$ cat config.mk
export PLATFORM = sky130hd
export DESIGN_NAME = controlador_vga
export DESIGN_NICKNAME = d
export VERILOG_FILES = /design/src/rtl/controlador_vga.sv
export SDC_FILE = /design/constraint.sdc
export NUM_CORES = 1
export LEC_CHECK = 0
export CAP_MARGIN = 20
export CORE_MARGIN = 2
export CORE_UTILIZATION = 47
export CTS_BUF_LIST = sky130_fd_sc_hd__clkbuf_2
export CTS_CLUSTER_SIZE = 25
export DETAILED_ROUTE_END_ITERATION = 7
export HOLD_SLACK_MARGIN = 0.02
export MAX_ROUTING_LAYER = met4
export PLACE_DENSITY = 0.76
export SYNTH_ARGS = -nofsm -noshare
export SYNTH_HDL_FRONTEND = slang
export SYNTH_SLANG_ARGS = --single-unit
$ cat constraint.sdc
create_clock -name clk -period 4.6 [get_ports clk]
set_input_delay 0.92 -clock clk [delete_from_list [all_inputs] [get_ports clk]]
set_output_delay 0.92 -clock clk [all_outputs]
set_load 0.005 [all_outputs]
$ cat src/rtl/controlador_vga.sv
// VGA 640x480@60Hz timing generator with the fixed overlay "GRUPO 11" centred on screen.
// Optional macro TEXT_COLOR_SW_EN adds the sw[2:0] port that selects the text colour.
module controlador_vga #(
    parameter int H_VIS  = 640,
    parameter int H_FP   = 16,
    parameter int H_SP   = 96,
    parameter int H_BP   = 48,
    parameter int V_VIS  = 480,
    parameter int V_FP   = 10,
    parameter int V_SP   = 2,
    parameter int V_BP   = 33,
    parameter int TXT_X0 = 256,
    parameter int TXT_Y0 = 224
) (
    input  logic       clk,
    input  logic       reset,
`ifdef TEXT_COLOR_SW_EN
    input  logic [2:0] sw,
`endif
    output logic [2:0] rgbtext,
    output logic       hsync,
    output logic       vsync
);

    localparam int H_TOT = H_VIS + H_FP + H_SP + H_BP;
    localparam int V_TOT = V_VIS + V_FP + V_SP + V_BP;

    localparam logic [9:0] H_LAST     = 10'(H_TOT - 1);
    localparam logic [9:0] V_LAST     = 10'(V_TOT - 1);
    localparam logic [9:0] H_VIS_END  = 10'(H_VIS);
    localparam logic [9:0] V_VIS_END  = 10'(V_VIS);
    localparam logic [9:0] H_SYNC_BEG = 10'(H_VIS + H_FP);
    localparam logic [9:0] H_SYNC_LST = 10'(H_VIS + H_FP + H_SP - 1);
    localparam logic [9:0] V_SYNC_BEG = 10'(V_VIS + V_FP);
    localparam logic [9:0] V_SYNC_LST = 10'(V_VIS + V_FP + V_SP - 1);
    // 8 characters of 16x32 pixels (8x16 font doubled in both directions)
    localparam logic [9:0] TXT_X_BEG  = 10'(TXT_X0);
    localparam logic [9:0] TXT_X_END  = 10'(TXT_X0 + 128);
    localparam logic [9:0] TXT_Y_BEG  = 10'(TXT_Y0);
    localparam logic [9:0] TXT_Y_END  = 10'(TXT_Y0 + 32);

    typedef enum logic [2:0] {
        GL_SPACE,
        GL_G,
        GL_R,
        GL_U,
        GL_P,
        GL_O,
        GL_1
    } glyph_e;

    logic       tick_q,  tick_d;
    logic [9:0] h_cnt_q, h_cnt_d;
    logic [9:0] v_cnt_q, v_cnt_d;
    logic       hsync_q, hsync_d;
    logic       vsync_q, vsync_d;
    logic [2:0] rgb_q,   rgb_d;

    logic [2:0] text_color;
    logic       video_on;
    logic       in_text;
    logic [5:0] h_half;
    logic [2:0] char_idx;
    logic [2:0] glyph_col;
    logic [3:0] glyph_row;
    glyph_e     glyph;
    logic [7:0] row_bits;
    logic       pix_on;

`ifdef TEXT_COLOR_SW_EN
    assign text_color = sw;
`else
    assign text_color = 3'b111;
`endif

    function automatic glyph_e char_glyph(input logic [2:0] idx);
        case (idx)
            3'd0:    char_glyph = GL_G;
            3'd1:    char_glyph = GL_R;
            3'd2:    char_glyph = GL_U;
            3'd3:    char_glyph = GL_P;
            3'd4:    char_glyph = GL_O;
            3'd5:    char_glyph = GL_SPACE;
            default: char_glyph = GL_1;
        endcase
    endfunction

    // Rows not listed (including the whole space glyph) are blank.
    function automatic logic [7:0] font_row(input glyph_e g, input logic [3:0] row);
        case ({g, row})
            {GL_G, 4'd2}:  font_row = 8'h3C;
            {GL_G, 4'd3}:  font_row = 8'h66;
            {GL_G, 4'd4}:  font_row = 8'hC2;
            {GL_G, 4'd5}:  font_row = 8'hC0;
            {GL_G, 4'd6}:  font_row = 8'hC0;
            {GL_G, 4'd7}:  font_row = 8'hDE;
            {GL_G, 4'd8}:  font_row = 8'hC6;
            {GL_G, 4'd9}:  font_row = 8'hC6;
            {GL_G, 4'd10}: font_row = 8'h66;
            {GL_G, 4'd11}: font_row = 8'h3A;
            {GL_R, 4'd2}:  font_row = 8'hFC;
            {GL_R, 4'd3}:  font_row = 8'h66;
            {GL_R, 4'd4}:  font_row = 8'h66;
            {GL_R, 4'd5}:  font_row = 8'h66;
            {GL_R, 4'd6}:  font_row = 8'h7C;
            {GL_R, 4'd7}:  font_row = 8'h6C;
            {GL_R, 4'd8}:  font_row = 8'h66;
            {GL_R, 4'd9}:  font_row = 8'h66;
            {GL_R, 4'd10}: font_row = 8'h66;
            {GL_R, 4'd11}: font_row = 8'hE6;
            {GL_U, 4'd2}:  font_row = 8'hC6;
            {GL_U, 4'd3}:  font_row = 8'hC6;
            {GL_U, 4'd4}:  font_row = 8'hC6;
            {GL_U, 4'd5}:  font_row = 8'hC6;
            {GL_U, 4'd6}:  font_row = 8'hC6;
            {GL_U, 4'd7}:  font_row = 8'hC6;
            {GL_U, 4'd8}:  font_row = 8'hC6;
            {GL_U, 4'd9}:  font_row = 8'hC6;
            {GL_U, 4'd10}: font_row = 8'hC6;
            {GL_U, 4'd11}: font_row = 8'h7C;
            {GL_P, 4'd2}:  font_row = 8'hFC;
            {GL_P, 4'd3}:  font_row = 8'h66;
            {GL_P, 4'd4}:  font_row = 8'h66;
            {GL_P, 4'd5}:  font_row = 8'h66;
            {GL_P, 4'd6}:  font_row = 8'h7C;
            {GL_P, 4'd7}:  font_row = 8'h60;
            {GL_P, 4'd8}:  font_row = 8'h60;
            {GL_P, 4'd9}:  font_row = 8'h60;
            {GL_P, 4'd10}: font_row = 8'h60;
            {GL_P, 4'd11}: font_row = 8'hF0;
            {GL_O, 4'd2}:  font_row = 8'h7C;
            {GL_O, 4'd3}:  font_row = 8'hC6;
            {GL_O, 4'd4}:  font_row = 8'hC6;
            {GL_O, 4'd5}:  font_row = 8'hC6;
            {GL_O, 4'd6}:  font_row = 8'hC6;
            {GL_O, 4'd7}:  font_row = 8'hC6;
            {GL_O, 4'd8}:  font_row = 8'hC6;
            {GL_O, 4'd9}:  font_row = 8'hC6;
            {GL_O, 4'd10}: font_row = 8'hC6;
            {GL_O, 4'd11}: font_row = 8'h7C;
            {GL_1, 4'd2}:  font_row = 8'h18;
            {GL_1, 4'd3}:  font_row = 8'h38;
            {GL_1, 4'd4}:  font_row = 8'h78;
            {GL_1, 4'd5}:  font_row = 8'h18;
            {GL_1, 4'd6}:  font_row = 8'h18;
            {GL_1, 4'd7}:  font_row = 8'h18;
            {GL_1, 4'd8}:  font_row = 8'h18;
            {GL_1, 4'd9}:  font_row = 8'h18;
            {GL_1, 4'd10}: font_row = 8'h18;
            {GL_1, 4'd11}: font_row = 8'h7E;
            default:       font_row = 8'h00;
        endcase
    endfunction

    // Pixel counters advance on every other clk, giving the 25 MHz pixel rate.
    always_comb begin
        tick_d  = ~tick_q;
        h_cnt_d = h_cnt_q;
        v_cnt_d = v_cnt_q;
        if (tick_q) begin
            if (h_cnt_q == H_LAST) begin
                h_cnt_d = '0;
                v_cnt_d = (v_cnt_q == V_LAST) ? '0 : v_cnt_q + 10'd1;
            end else begin
                h_cnt_d = h_cnt_q + 10'd1;
            end
        end
    end

    always_comb begin
        video_on  = (h_cnt_q < H_VIS_END) && (v_cnt_q < V_VIS_END);
        in_text   = (h_cnt_q >= TXT_X_BEG) && (h_cnt_q < TXT_X_END) &&
                    (v_cnt_q >= TXT_Y_BEG) && (v_cnt_q < TXT_Y_END);
        h_half    = 6'((h_cnt_q - TXT_X_BEG) >> 1);
        char_idx  = h_half[5:3];
        glyph_col = h_half[2:0];
        glyph_row = 4'((v_cnt_q - TXT_Y_BEG) >> 1);
        glyph     = char_glyph(char_idx);
        row_bits  = font_row(glyph, glyph_row);
        // bit 7 is the leftmost pixel of a glyph row
        pix_on    = row_bits[3'd7 - glyph_col];

        rgb_d   = (video_on && in_text && pix_on) ? text_color : 3'b000;
        hsync_d = !((h_cnt_q >= H_SYNC_BEG) && (h_cnt_q <= H_SYNC_LST));
        vsync_d = !((v_cnt_q >= V_SYNC_BEG) && (v_cnt_q <= V_SYNC_LST));
    end

    always_ff @(posedge clk) begin
        if (reset) begin
            tick_q  <= 1'b0;
            h_cnt_q <= '0;
            v_cnt_q <= '0;
            hsync_q <= 1'b1;
            vsync_q <= 1'b1;
            rgb_q   <= 3'b000;
        end else begin
            tick_q  <= tick_d;
            h_cnt_q <= h_cnt_d;
            v_cnt_q <= v_cnt_d;
            hsync_q <= hsync_d;
            vsync_q <= vsync_d;
            rgb_q   <= rgb_d;
        end
    end

    assign rgbtext = rgb_q;
    assign hsync   = hsync_q;
    assign vsync   = vsync_q;

endmodule

After elaboration in Yosys (flattened, before gate mapping)

Memories as Yosys holds them, arrays and structs flattened.
Cells that the tools add are included.

Memories kept: 1
Register bits: 26
Input bits: 2
Memory bits (read-only): 896

Memory list:

| name            | depth | width | rd ports | clocked after Yosys merged registers in | write ports | RTL line | text |
|---|---|---|---|---|---|---|---|
| (no name shown) | 128   | 7     | 1        | 0                                       | 0           | 90       | `case ({g, row})` |

$add $sub $neg: 5
Reductions and logical operators: 12
Multiplexer cells: 6
Equality and inequality tests: 7
$lt $le $gt $ge: 11
Bitwise gates (word level): 1

Operators with widths:

| cell                                                                               | count |
|---|---|
| 10-bit by 9-bit less-than comparator with 1-bit output (second input constant)     | 3 |
| 10-bit by 1-bit adder with 10-bit output (second input constant)                   | 2 |
| 10-bit == test (second input constant)                                             | 2 |
| 10-bit by 9-bit >= comparator with 1-bit output (second input constant)            | 2 |
| 10-bit 2-to-1 mux                                                                  | 2 |
| 3-bit one-hot mux with 6 select lines                                              | 1 |
| 10-bit >= comparator (second input constant)                                       | 1 |
| 10-bit by 8-bit >= comparator with 1-bit output (second input constant)            | 1 |
| 10-bit less-or-equal comparator (second input constant)                            | 1 |
| 10-bit by 9-bit less-or-equal comparator with 1-bit output (second input constant) | 1 |
| 10-bit less-than comparator (second input constant)                                | 1 |
| 1-bit logical AND                                                                  | 8 |
| 7-bit by 1-bit subtractor with 7-bit output (second input constant)                | 1 |
| 3-bit by 2-bit == test with 1-bit output (second input constant)                   | 2 |
| 3-bit == test (second input constant)                                              | 2 |
| 5-bit by 1-bit subtractor with 5-bit output (second input constant)                | 1 |
| 3-bit by 4-bit less-than comparator with 1-bit output (second input constant)      | 1 |
| 1-bit binary-select mux with 3-bit select                                          | 1 |
| 3-bit by 1-bit == test with 1-bit output (second input constant)                   | 1 |
| 3-bit zero test                                                                    | 1 |
| 3-bit 2-to-1 mux                                                                   | 1 |
| 3-bit subtractor (first input constant)                                            | 1 |
| 1-bit zero test                                                                    | 2 |
| 2-bit AND reduction                                                                | 1 |
| other kinds (2)                                                                    | 2 |

Logic depth before layout (Yosys ltp)

Gate-level depths: netlist of run 1.
An unclocked memory read counts as a cell.

Word-level depth: 8
Depth in mapped cells: 9

Worst setup path after synthesis of run 1

OpenSTA, ideal clock, no wires.

Path type: register -> register
Start point: register v_cnt_q[1]
End point: register rgb_q[1] (netlist: rgbtext[1])
Buffers on the path: 1
Slack: 2.780 ns
Period minus slack after synthesis: 1.820 ns
Cell stages (with the launch flop): 9
Arrival time: 1.737 ns
Setup time: 0.083 ns
Cell sequence: dfxtp_1 -> ha_1 -> clkbuf_1 -> o21bai_1 -> a211oi_2 -> a211oi_1 -> o41ai_2 -> o211ai_1 -> o221ai_1

Longest elaborated chain between the ends: 6
Elaborated cells between the ends (all ways): 13
Classes of those cells: 1 x add/sub; 3 x order compare; 3 x mux; 5 x reduce/logical; 1 x memory

Ends and longest elaborated chain:

| element                                                                                                        | RTL line | text |
|---|---|---|
| start: declaration                                                                                             | 54       | `logic [9:0] v_cnt_q, v_cnt_d;` |
| start signal: assignment                                                                                       | 199      | `v_cnt_q <= v_cnt_d;` |
| 5-bit by 1-bit subtractor with 5-bit output or 10-bit by 8-bit >= comparator with 1-bit output (tied branches) | 177, 173 |  |
| memory read 128 x 7 bit or 1-bit logical AND (tied branches)                                                   | --       |  |
| 1-bit binary-select mux with 3-bit select or 1-bit logical AND (tied branches)                                 | 181, 173 |  |
| 1-bit 2-to-1 mux (not written as such) or 1-bit logical AND (tied branches)                                    | 181, 183 |  |
| 1-bit logical AND *                                                                                            | 183      | `rgb_d = (video_on && in_text && pix_on) ? text_color : 3'b000;` |
| 3-bit 2-to-1 mux *                                                                                             | 183      |  |
| end signal: assignment                                                                                         | 202      | `rgb_q <= rgb_d;` |
| end: declaration                                                                                               | 57       | `logic [2:0] rgb_q, rgb_d;` |

Every way passes the cells marked *; elsewhere a longest branch is shown, timed or not. The select of a mux whose other input is x is not followed.
A chain may end at the register's enable or synchronous reset.

Worst setup path after layout of run 1

Start point: register h_cnt_q[1]
End point: register v_cnt_q[6]

Longest elaborated chain between the ends: 2

Ends and longest elaborated chain:

| element                       | RTL line | text |
|---|---|---|
| start: declaration            | 53       | `logic [9:0] h_cnt_q, h_cnt_d;` |
| start signal: assignment      | 198      | `h_cnt_q <= h_cnt_d;` |
| 10-bit == test                | 161      | `if (h_cnt_q == H_LAST) begin` |
| 2-bit AND reduction (no line) | --       |  |

Every way passes these cells.

==> results of run 1 <==
layout by cell type (no fill, tap or decap), types with 3 or more instances in the layout:
master,netlist,final
clkdlybuf4s50_1,0,6
o211ai_1,6,6
xor2_1,9,9
and3_1,4,4
nand2b_1,8,8
nand4_1,5,5
nand3_1,15,15
a211oi_1,5,5
nand2_1,20,20
ha_1,9,9
dfxtp_1,24,24
nor2b_1,3,3
a21oi_1,13,13
xnor2_1,7,7
nand3b_1,4,4
clkbuf_2,0,3
a31oi_1,5,5
nor3_1,13,13
inv_1,9,9
nor2_1,27,27
o21ai_0,11,11
final timing paths:
path | slack, ns | cells after the start | from | end
hold reg to reg | 0.51 | 1 | v_cnt_q[8]$_SDFFE_PP0P_ | vsync$_SDFF_PP1_
hold / removal | 0.51 | 1 | v_cnt_q[8]$_SDFFE_PP0P_ | vsync$_SDFF_PP1_
setup reg to reg | 1.94 | 7 | h_cnt_q[1]$_SDFFE_PP0P_ | v_cnt_q[6]$_SDFFE_PP0P_
setup / recovery | 1.94 | 7 | h_cnt_q[1]$_SDFFE_PP0P_ | v_cnt_q[6]$_SDFFE_PP0P_
worst register-to-register path, stage by stage (launching register included):
cell	delay, ns
dfxtp_1	0.62
ha_1	0.27
nand4_1	0.22
nor4_2	0.77
and4_1	0.36
nand3_1	0.11
xor2_1	0.19
nor2_1	0.08
registers in the layout (all words and copies together), names as in the netlist:
name / cells
vsync: 1
v_cnt_q: 10
rgbtext: 1
h_cnt_q: 10
hsync: 1
tick_q: 1
cell type report:
class / instances / area, sq um / area share, %
Multi-Input combinational cell: 196 / 1250 / 65.4
Timing Repair Buffer: 7 / 67.6 / 3.54
Clock buffer: 3 / 15.0 / 0.787
Sequential cell: 24 / 480 / 25.2
Clock inverter: 1 / 3.75 / 0.197
Tap cell: 48 / 60.1 / 3.15
Inverter: 9 / 33.8 / 1.77
metal layers:
metal  part of all wire, %  GRT usage, %  up-vias
met5                     0             -        -
met4                   1.3          6.12        0
met3                   5.0          2.53        6
met2                    45          32.6       52
met1                    48          29.9      813
li1                      -             -      866
through the flow:
| stage | hold slack (ns) | instances | area [sq um] | util (%) | worst slack (ns) |
|---|---|---|---|---|---|
| 6_report | 0.514 | 288 | 1910 | 51.3 | 1.94 |
| 2_1_floorplan | 0.417 | 248 | 1850 | - | 2.78 |
| 5_1_grt | 0.544 | 288 | 1910 | 51.3 | 1.67 |
| 4_1_cts | 0.515 | 288 | 1910 | 51.3 | 1.95 |
| 3_3_place_gp | 0.467 | 284 | 1890 | 50.8 | 1.97 |
| 3_5_place_dp | 0.463 | 284 | 1890 | 50.8 | 1.91 |
power breakdown:
group | internal (uW) | switching, uW | leakage, uW
clock network | 18.9 | 63.0 | 0.0000140
registers | 210 | 3.76 | 0.000194
logic | 4.65 | 6.30 | 0.000414
total | 234 | 73.0 | 0.000622
cell families (layout without fill, tap and decap cells):
kind of cell / after synthesis / after routing / share of synthesized area [%]
multiplexers: 1 / 1 / 0.540
flip-flops: 24 / 24 / 25.9
adder cells (fa/ha/maj): 9 / 9 / 6.08
buffers and inverters: 28 / 20 / 6.75
XOR/XNOR: 16 / 16 / 7.56
AND/OR/NAND/NOR: 114 / 114 / 32.3
AO/OA/AOI/OAI: 56 / 56 / 20.8
==> qor.yml, run 1 <==
powerDensity_nw_per_um2: 161
irDropWorstVdd_mv: 0.170
io_buffer_count: 6
setup_viol: 0
grt-ovfl-total: 0
hpwlAfterDp_mm: 3.01
die_area_sq_um: 4460
ant_nets: 0
relSlewSlack_pct: 36.4
rsz0062_at_grt: "false"
ys_async_sr_fraction_pct: 0
htreeDepth: 1
period_needed_ns: 2.66
critPathMaxStageDelay_ns: 0.77
cts_resized: 0
start_util_pct: 49.9
vias: 1737
numCtsBuffers: 3
hold_viol_final: 0
gp_congestion: 0.955
yosysWarnings: 0
path_buf_inv: 0
post-cts-setup-buffers: 0
synth.distinct_cells: 51
ys_ff_latch: 24
cpMaxStageDelayCell: "nor4_2"
cts-hold-fix-buffers: 0
synth.area.top_cells: "dfxtp_1 26%, ha_1 6.1%, nor2_1 5.5%"
yosysMostFrequentCell: "nor2_1"
leakage_uw: 0.000622
path_clk_slew_ns: 0.22
drv_cap: 0
crit_chain: "ha_1 > nand4_1 > nor4_2 > and4_1 > nand3_1 > xor2_1 > nor2_1"
insertion_delay_ns: 0.34
path_delay_family: "simple AND/OR/NAND/NOR gates"
synth_top_area_share_pct: 25.9
yosysSeqAreaShare_pct: 25.9
drc_errors: 0
worstPathMaxFanout: 12
drive_gt1_share_pct: 4.17
antenna_found_initial: 0
synth_top_area_cell: "dfxtp_1"
routedWlPerCell_um: 14.6
pin_count: 7
area_growth_pct: 2.97
required_ns: 4.90
worst_setup_path_start_kind: "flip-flop"
antenna_cells: 0
syn_inst: 248
core_sq_um: 3720
worst_pin_slew_ns: 0.946
min_path_type: "flip-flop to flip-flop"
grt_max_degree: 26
rows: 22
cts_max_path_buffers: 2
vias_per_cell: 6.03
syn-num-nets: 259
setup_tns_ns: 0
routed_wl_mm: 4.20
syn_area_per_cell_sq_um: 7.47
synth_commonest_cells: "27 x nor2_1, 24 x dfxtp_1, 20 x nand2_1"
fill_cells: 367
detail_route.first_pass.iterations: 4
cts_tree: "built"
path_class: "flip-flop to flip-flop"
grt_pass1_wl_mm: 7.31
fin_crit_sh_pct: 57.9
synth-main-ff-cell: "dfxtp_1"
dieHeight_um: 66.8
nNetsFinal: 252
synth_area_sq_um: 1850
synth_edf_count: 0
dr.first_iter.drc_count: 142
clock_sinks: 24
track_usage_pct: 21.4
crit_arrival_ns: 2.96
fmax_ghz: 0.376
root_buffer: "clkbuf_2"
status: "finished clean"
endpoint_kind: "flip-flop"
die_w_um: 66.8
power_uw: 307
grt_pass1_vias: 1539
final_max_slew_viol_count: 0
skew_ns: 0.00979
(Power assumes the default switching activity.)
==> run 2, diff against run 1 <==
Settings changed: PLACE_DENSITY 0.76 to 0.79.
Clock period 4.6 ns to 2.39 ns, I/O delays scaled along.
==> run 2 against run 1 <==
- critical path depth shrank 1
- cell count rose by 3.1%
- sequential power increased by 91%
- hold slack better by 0.00096 ns
- clock power rose by 93%
- global-route usage grew 0.72 points
- flip-flop and latch count unchanged
- clock skew up 0.0073 ns
- worst setup slack got worse by 1.6 ns
==> qor.yml, run 2 (synthesis gave the netlist of run 1 again) <==
cts_tree: "built"
die_area_sq_um: 4460  # unchanged
fin_crit_sh_pct: 87.5  # +30 points
biggestRegsByFlops: "h_cnt_q (10), v_cnt_q (10)"
required_ns: 2.68  # -2.22 ns
vias_per_cell: 5.99  # -0.63%
irDropWorstVdd_mv: 0.210  # +23%
cts_max_path_buffers: 2  # unchanged
drive_gt1_share_pct: 7.63  # +3.5 points
path_class: "flip-flop to flip-flop"
status: "finished clean"
crit_arrival_ns: 2.39  # -0.57 ns
fmax_ghz: 0.478  # +27%
multi_input_area_sq_um: 1250  # unchanged
grt-ovfl-total: 0  # unchanged
dr.first_iter.drc_count: 105  # -26%
worst_pin_slew_ns: 0.608  # -0.339 ns
rows: 22  # unchanged
worstReg2RegEnd: "rgbtext[1]$_SDFF_PP0_"
layout_common_cells: "27 x nor2_1, 24 x dfxtp_1, 20 x nand2_1, 15 x nand3_1"
min_to: "vsync$_SDFF_PP1_"
clockPowerShare_pct: 26.6  # about the same
hpwlAfterDp_mm: 3.21  # +6.7%
powerDensity_nw_per_um2: 300  # +87%
rsz0062_at_grt: "false"
area_growth_pct: 6.62
root_buffer: "clkbuf_2"
worst_setup_path_start_kind: "flip-flop"
period_needed_ns: 2.09  # -0.570 ns
die_w_um: 66.8  # unchanged
cts_resized: 0  # unchanged
hold_viol_final: 0  # unchanged
detail_route.first_pass.iterations: 4  # unchanged
dieHeight_um: 66.8  # unchanged
routedWlPerCell_um: 14.4  # -1.0%
insertion_delay_ns: 0.35  # about the same
seq_area_sq_um: 480  # unchanged
core_sq_um: 3720  # unchanged
skew_ns: 0.0171  # +0.00733 ns
worstPathMaxFanout: 18  # +6
instances_no_fill: 297  # +3.1%
endpoint_kind: "flip-flop"
numCtsBuffers: 3  # unchanged
pin_count: 7  # unchanged
leakage_uw: 0.000670  # +7.8%
grt_max_degree: 23  # -12%
start_util_pct: 49.9  # unchanged
r2r-start: "v_cnt_q[4]$_SDFFE_PP0P_"
switching_share_pct: 23.8  # -0.037 points
htreeDepth: 1  # unchanged
hp-start: "v_cnt_q[8]$_SDFFE_PP0P_"
r2r_cells: 6  # -1
path_clk_slew_ns: 0.22  # about the same
routed_wl_mm: 4.29  # +2.1%
relSlewSlack_pct: 59.4  # +23 points
setup_tns_ns: 0  # unchanged
switching_power_uw: 141  # +93%
nNetsFinal: 261  # +3.6%
io_buffer_count: 6  # unchanged
final_max_slew_viol_count: 0  # unchanged
final_common_cell: "nor2_1"
ant_nets: 0  # unchanged
pwr-share-seq_pct: 69.0  # -0.8 points
track_usage_pct: 22.1  # +0.72 points
vias: 1780  # +2.5%
grt_pass1_vias: 1640  # +6.6%
gp_congestion: 0.954  # -0.14%
dp.cells: 293  # +3.2%
fill_cells: 370  # +0.82%
min_path_type: "flip-flop to flip-flop"
antenna_cells: 0  # unchanged
cts-hold-fix-buffers: 0  # unchanged
p_int_uw: 452  # +93%
grt_pass1_wl_mm: 7.51  # +2.7%
post-cts-setup-buffers: 0  # unchanged
r2r_slack_ns: 0.30  # -1.64 ns
setup_viol: 0  # unchanged
antenna_found_initial: 0  # unchanged
clock_sinks: 24  # unchanged
p_comb_share_pct: 4.4  # +0.8 points
drc_errors: 0  # unchanged
drv_cap: 0  # unchanged
min_path_cells: 1  # unchanged
==> run 2: cell count changes in the layout (fill, tap and decap cells not counted), sizes merged <==
cell  delta
buf      +9
==> run 2: worst max-delay path by stage <==
| stage | startpoint | end | slack, ns | cells after the start |
|---|---|---|---|---|
| 3_5_place_dp | v_cnt_q[4]$_SDFFE_PP0P_ | rgbtext[1]$_SDFF_PP0_ | 0.34 | 6 |
| 6_report | v_cnt_q[4]$_SDFFE_PP0P_ | rgbtext[1]$_SDFF_PP0_ | 0.30 | 6 |
| 5_1_grt | v_cnt_q[2]$_SDFFE_PP0P_ | rgbtext[1]$_SDFF_PP0_ | 0.07 | 7 |
| 3_3_place_gp | v_cnt_q[4]$_SDFFE_PP0P_ | rgbtext[1]$_SDFF_PP0_ | 0.37 | 6 |
| 2_1_floorplan | v_cnt_q[1]$_SDFFE_PP0P_ | rgbtext[1]$_SDFF_PP0_ | 0.57 | 8 |
| 4_1_cts | v_cnt_q[4]$_SDFFE_PP0P_ | rgbtext[1]$_SDFF_PP0_ | 0.28 | 6 |
==> run 2: metal layers <==
metal | vias up | share of wire [%] | track usage [%]
met5 | - | 0 | -
met4 | 0 | 2.0 | 7.14
met3 | 10 | 5.7 | 4.05
met2 | 67 | 47 | 35.3
met1 | 817 | 45 | 28.4
li1 | 886 | - | -
==> run 2: critical path: stages (launching register included) <==
cell and delay (ns):
dfxtp_1 0.70, or3b_1 0.48, a211oi_2 0.25, a211oi_1 0.09
o41ai_2 0.30, o211ai_1 0.12, o221ai_1 0.11
==> run 2: power by group through the flow <==
stage,Combinational (uW),Clock [uW],Sequential (uW)
finish,26.2,158,409
global route,29.5,182,411
CTS,26.7,168,410
detailed placement,26.7,0,417
global placement,25.8,0,417
floorplan,20.0,0,415
==> run 2: per-stage QoR <==
stage                     utilization [%]  area [sq um]  hold WS, ns  setup WS [ns]  total power [uW]
after floorplan                         -          1850        0.417          0.570               435
after global placement               52.7          1960        0.464          0.369               443
after detailed placement             52.7          1960        0.464          0.344               444
after CTS                            53.2          1980        0.521          0.280               605
after global routing                 53.2          1980        0.545         0.0701               623
final                                53.2          1980        0.515          0.298               593
==> run 2: cell type report <==
type | instances | area share (%)
multi-input cells | 196 | 63.1
flip-flops and latches | 24 | 24.3
repair buffers | 16 | 6.84
well taps | 48 | 3.04
inverters | 9 | 1.71
clock buffers | 3 | 0.760
clock inverters | 1 | 0.190
==> run 3, diff against run 2 <==
Settings changed: HOLD_SLACK_MARGIN 0.02 to default.
==> results of run 3 <==
The final DEF is identical to that of run 2; final timing and power are the same.
